<file path="src/rtl/reg_dump_serializer.sv">
// Snapshots the register bank's flattened debug vector on request and streams it
// out MS-byte-first per register over valid/ready. Optional trailing XOR byte: DUMP_CHECKSUM_EN.
module reg_dump_serializer #(
  parameter int SIZE          = 32,
  parameter int NUM_REGISTERS = 32,
  parameter int NUM_BYTES     = SIZE*NUM_REGISTERS/8,
  parameter int CNT_W         = $clog2(NUM_BYTES+1)
) (
  input  logic                          clk,
  input  logic                          rst,
  input  logic                          i_dump_req,
  input  logic [SIZE*NUM_REGISTERS-1:0] i_registers_debug,
  output logic [7:0]                    o_tx_data,
  output logic                          o_tx_valid,
  input  logic                          i_tx_ready,
  output logic                          o_busy,
  output logic                          o_done
);

  localparam int BPR   = SIZE/8;
  localparam int IDX_W = (NUM_BYTES > 1) ? $clog2(NUM_BYTES) : 1;

`ifdef DUMP_CHECKSUM_EN
  typedef enum logic [1:0] {IDLE, SEND, CSUM, DONE} state_t;
`else
  typedef enum logic [1:0] {IDLE, SEND, DONE} state_t;
`endif

  state_t                       state, state_n;
  logic [CNT_W-1:0]             cnt, cnt_n;
  logic [NUM_BYTES-1:0][7:0]    snap, snap_n;
  logic [NUM_BYTES-1:0][7:0]    in_bytes;
  logic [7:0]                   data_n;
  logic                         valid_n, busy_n, done_n;
  logic [IDX_W-1:0]             nxt_idx;
  logic                         last, xfer;
`ifdef DUMP_CHECKSUM_EN
  logic [7:0]                   csum, csum_n;
`endif

  // Reorder the bank vector into transmit order: byte j is register j/BPR, MS byte first.
  for (genvar j = 0; j < NUM_BYTES; j++) begin : g_byte
    assign in_bytes[j] = i_registers_debug[(j/BPR)*SIZE + (BPR-1-(j%BPR))*8 +: 8];
  end

  assign nxt_idx = IDX_W'(cnt + CNT_W'(1));
  assign last    = (cnt == CNT_W'(NUM_BYTES-1));
  assign xfer    = o_tx_valid && i_tx_ready;

  always_ff @(posedge clk or posedge rst) begin
    if (rst) begin
      state      <= IDLE;
      cnt        <= '0;
      snap       <= '0;
      o_tx_data  <= '0;
      o_tx_valid <= 1'b0;
      o_busy     <= 1'b0;
      o_done     <= 1'b0;
`ifdef DUMP_CHECKSUM_EN
      csum       <= '0;
`endif
    end else begin
      state      <= state_n;
      cnt        <= cnt_n;
      snap       <= snap_n;
      o_tx_data  <= data_n;
      o_tx_valid <= valid_n;
      o_busy     <= busy_n;
      o_done     <= done_n;
`ifdef DUMP_CHECKSUM_EN
      csum       <= csum_n;
`endif
    end
  end

  always_comb begin
    state_n = state;
    cnt_n   = cnt;
    snap_n  = snap;
    data_n  = o_tx_data;
    valid_n = o_tx_valid;
    busy_n  = o_busy;
    done_n  = 1'b0;
`ifdef DUMP_CHECKSUM_EN
    csum_n  = csum;
`endif
    case (state)
      IDLE: begin
        cnt_n   = '0;
        valid_n = 1'b0;
        busy_n  = 1'b0;
        if (i_dump_req) begin
          snap_n  = in_bytes;
          data_n  = in_bytes[0];
          valid_n = 1'b1;
          busy_n  = 1'b1;
          state_n = SEND;
`ifdef DUMP_CHECKSUM_EN
          csum_n  = '0;
`endif
        end
      end
      SEND: begin
        if (xfer) begin
`ifdef DUMP_CHECKSUM_EN
          csum_n = csum ^ o_tx_data;
`endif
          if (last) begin
`ifdef DUMP_CHECKSUM_EN
            // Checksum must include the byte transferring right now.
            data_n  = csum ^ o_tx_data;
            state_n = CSUM;
`else
            valid_n = 1'b0;
            busy_n  = 1'b0;
            done_n  = 1'b1;
            state_n = DONE;
`endif
          end else begin
            cnt_n  = cnt + CNT_W'(1);
            data_n = snap[nxt_idx];
          end
        end
      end
`ifdef DUMP_CHECKSUM_EN
      CSUM: begin
        if (xfer) begin
          valid_n = 1'b0;
          busy_n  = 1'b0;
          done_n  = 1'b1;
          state_n = DONE;
        end
      end
`endif
      DONE: begin
        valid_n = 1'b0;
        busy_n  = 1'b0;
        state_n = IDLE;
      end
      default: begin
        valid_n = 1'b0;
        busy_n  = 1'b0;
        state_n = IDLE;
      end
    endcase
  end

endmodule

</file>
<file path="config.mk">
export PLATFORM = sky130hd
export DESIGN_NAME = reg_dump_serializer
export DESIGN_NICKNAME = d
export VERILOG_FILES = /design/src/rtl/reg_dump_serializer.sv
export SDC_FILE = /design/constraint.sdc
export NUM_CORES = 2
export LEC_CHECK = 0
export CAP_MARGIN = 30
export CORE_AREA = 2 2 402 404
export CTS_CLUSTER_DIAMETER = 200
export CTS_CLUSTER_SIZE = 14
export DETAILED_ROUTE_END_ITERATION = 8
export DIE_AREA = 0 0 404 406
export SLEW_MARGIN = 20
export SYNTH_ARGS = -nofsm -noshare
export SYNTH_HDL_FRONTEND = slang
export SYNTH_SLANG_ARGS = --single-unit
export TNS_END_PERCENT = 30
</file>
<file path="constraint.sdc">
create_clock -name clk -period 31.2 [get_ports clk]
set_input_delay 4.68 -clock clk [delete_from_list [all_inputs] [get_ports clk]]
set_output_delay 4.68 -clock clk [all_outputs]
set_load 0.005 [all_outputs]
</file>
==> impl_metrics.toml <==
[setup_path]
path_max_fanout = 66
r2r-start = "state[0]"
cp-endpoint = "snap[138]"
crit_start = "i_dump_req"
cp.required_ns = 31.78
reg2reg_slack_ns = 25.37
worstPathArrival_ns = 9.60
r2r-end = "snap[138]"
end_kind = "flip-flop"
r2r_cells = 8
critPathLaunchType = "input port"
critPathKind = "in2reg"

[timing]
final_hold_viol_count = 0
relSlewSlack_pct = 31.0
fin_crit_sh_pct = 28.9
slew_viol_final = 0
finalClockSkew_ns = 0.0537
finalSetupTns_ns = 0
tightest_slew_ns = 1.04
max_freq_mhz = 111
whs_ns = 0.500
finalSetupViolations = 0
rsz0062_at_grt = "false"
period_needed_ns = 9.01

[synthesis]
syn-num-nets = 3938
synth-edff-count = 0
synth_ff_type = "dfrtp_1"
ys_seq_area_share_pct = 55.8
synth_commonest_cells = "1044 x dfrtp_1, 1025 x mux2_2, 257 x mux4_2"
syn_area_um2 = 46800
ys_types = 49
netlist.area_leader.share_pct = 55.8
avgSynthCellArea_um2 = 16.1
ys_warn_count = 0
async_flop_share_pct = 100
synth_area_leaders = "dfrtp_1 56%, mux2_2 25%, mux4_2 12%, buf_2 1.4%, nand2_1 0.89%"
yosysMostFrequentCell = "dfrtp_1"
netlist_instances = 2909
yosysTopAreaCell = "dfrtp_1"
ys_ff_latch = 1044

[power]
pwr-share-seq_pct = 41.9
p_switching_w = 0.00171
power.density_nw_per_um2 = 84.1
power_w = 0.00519
ir_worst_vdd_mv = 0.0452
clkPwrFrac_pct = 19.3
swShare_pct = 32.9
comb_power_share_pct = 38.7
internal_power_w = 0.00349
power_leakage_nw = 23.8

[hold_path]
hold_path.class = "reg2reg"
holdCritStartpoint = "snap[507]"
hold_depth = 1

[floorplan]
coreArea_um2 = 160000
ioPinCount = 1039
fp.dieH_um = 406
rows = 147
die_area_um2 = 164000
die_w_um = 404
start_util_pct = 29.3

[route]
wl_per_cell_um = 28.7
drtIter0Drc = 2054
drc = 0
viasPerCell = 5.00
wirelength_mm = 173
vias = 30100
ant_nets = 0
drtPass1Iterations = 5

[cells_and_area]
drive_above_1_share_pct = 37.2
area_delta_synth_final_pct = 32.0
nets = 4910
fin_area_um2 = 61800

[clock_network]
cts_setup_buffers = 0
cts-resized-gates = 0
cts_buffers = 84
cts_tree = "built"
htree_levels = 3
cts-root-buf = "clkbuf_16"
cts.sinks = 1044
hold_buffers = 0
clkSlewWorstSetupHoldPaths_ns = 0.07
insertion_delay_ns = 0.71
cts_max_path_buffers = 3

[status]
status = "complete, no violations"

[global_routing]
grt_use_met2_pct = 34.4
antenna_found_initial = 97
use_met1_pct = 24.7
grt_max_degree = 170
grt_usage_pct = 20.6
grt-ovfl-total = 0
grt_pass1_wl_mm = 240
busiest_layer = "met2"
grt_pass1_vias = 32000
gr-usage-met3_pct = 7.18

[place]
dp.final_hpwl_mm = 131
dpl_cell_area_um2 = 59300
gp_congestion = 0.827
portBuffers = 1038

[flow_run]
cap_violations = 0
## cells by family after synthesis
group | share of synthesized area [%]
adders and majority gates | 0.0267
xor gates and xnor gates | 0.112
DFF | 55.8
AOI/OAI and AO/OA | 2.04
buffers and inverters | 2.36
and+or+nand+nor | 2.15
muxes | 37.5
## worst max-delay path, cell delays in order
cell             delay [ns]
clkdlybuf4s50_1        0.46
and2_4                 0.56
buf_4                  0.78
buf_4                  0.76
buf_4                  0.77
buf_4                  0.62
buf_12                 0.33
mux2_2                 0.38
## stage by stage
| step | utilization [%] | setup slack [ns] | std cells |
|---|---|---|---|
| final | 38.7 | 22.19 | 6013 |
| after global routing | 38.7 | 21.93 | 6001 |
| after detailed placement | 37.2 | 21.47 | 5877 |
| after floorplan | - | 12.13 | 2909 |
| after CTS | 38.6 | 22.24 | 5970 |
| after global placement | 37.1 | 21.36 | 5872 |
## power groups by stage
| stage | Sequential, W | Clock (W) | Combinational [W] |
|---|---|---|---|
| global route | 0.00224 | 0.00109 | 0.00215 |
| finish | 0.00218 | 0.00101 | 0.00201 |
| global placement | 0.00219 | 0 | 0.00203 |
| floorplan | 0.00208 | 0 | 0.00141 |
| CTS | 0.00218 | 0.00105 | 0.00206 |
| detailed placement | 0.00220 | 0 | 0.00205 |
## cell usage in the layout, fill, tap and decap left out, types with 14 or more instances in the layout
| cell | count |
|---|---|
| a222oi_1 | 32 |
| a21oi_1 | 19 |
| clkdlybuf4s50_1 | 1038 |
| a22oi_1 | 14 |
| mux4_2 | 257 |
| mux2i_1 | 21 |
| diode_2 | 39 |
| nand3_1 | 52 |
| clkbuf_16 | 84 |
| nor2_1 | 22 |
| mux2_2 | 1025 |
| dfrtp_1 | 1043 |
| buf_4 | 42 |
| nand2_1 | 109 |
## metal layers
layer | vias to the layer above | share of wire, %
li1 | 12900 | -
met1 | 15800 | 39
met2 | 1026 | 49
met3 | 287 | 8.4
met4 | 100 | 2.9
met5 | - | 0.38
## worst min-delay path by stage
stage	slack [ns]	to
after global placement	0.48	snap[287]
after CTS	0.50	snap[507]
after floorplan	0.48	snap[600]
final	0.50	snap[507]
after global routing	0.51	snap[281]
after detailed placement	0.49	snap[507]
## final cells by class
class | instances | area [um^2]
fillers | 15100 | 97900
flip-flops and latches | 1044 | 26100
multi-input cells | 1656 | 19700
repair buffers | 1093 | 11000
well taps | 2086 | 2610
clock buffers | 85 | 2110
clock inverters | 8 | 163
diodes | 39 | 97.6
inverters | 2 | 11.3
## flip-flops by register name, summed over array words and instances, names as in the netlist
| name | count |
|---|---|
| snap | 1024 |
| cnt | 8 |
| o_tx_data | 8 |
| o_done | 1 |
| state | 2 |
| o_busy | 1 |
Note: power is estimated with default switching activity, not from simulation.
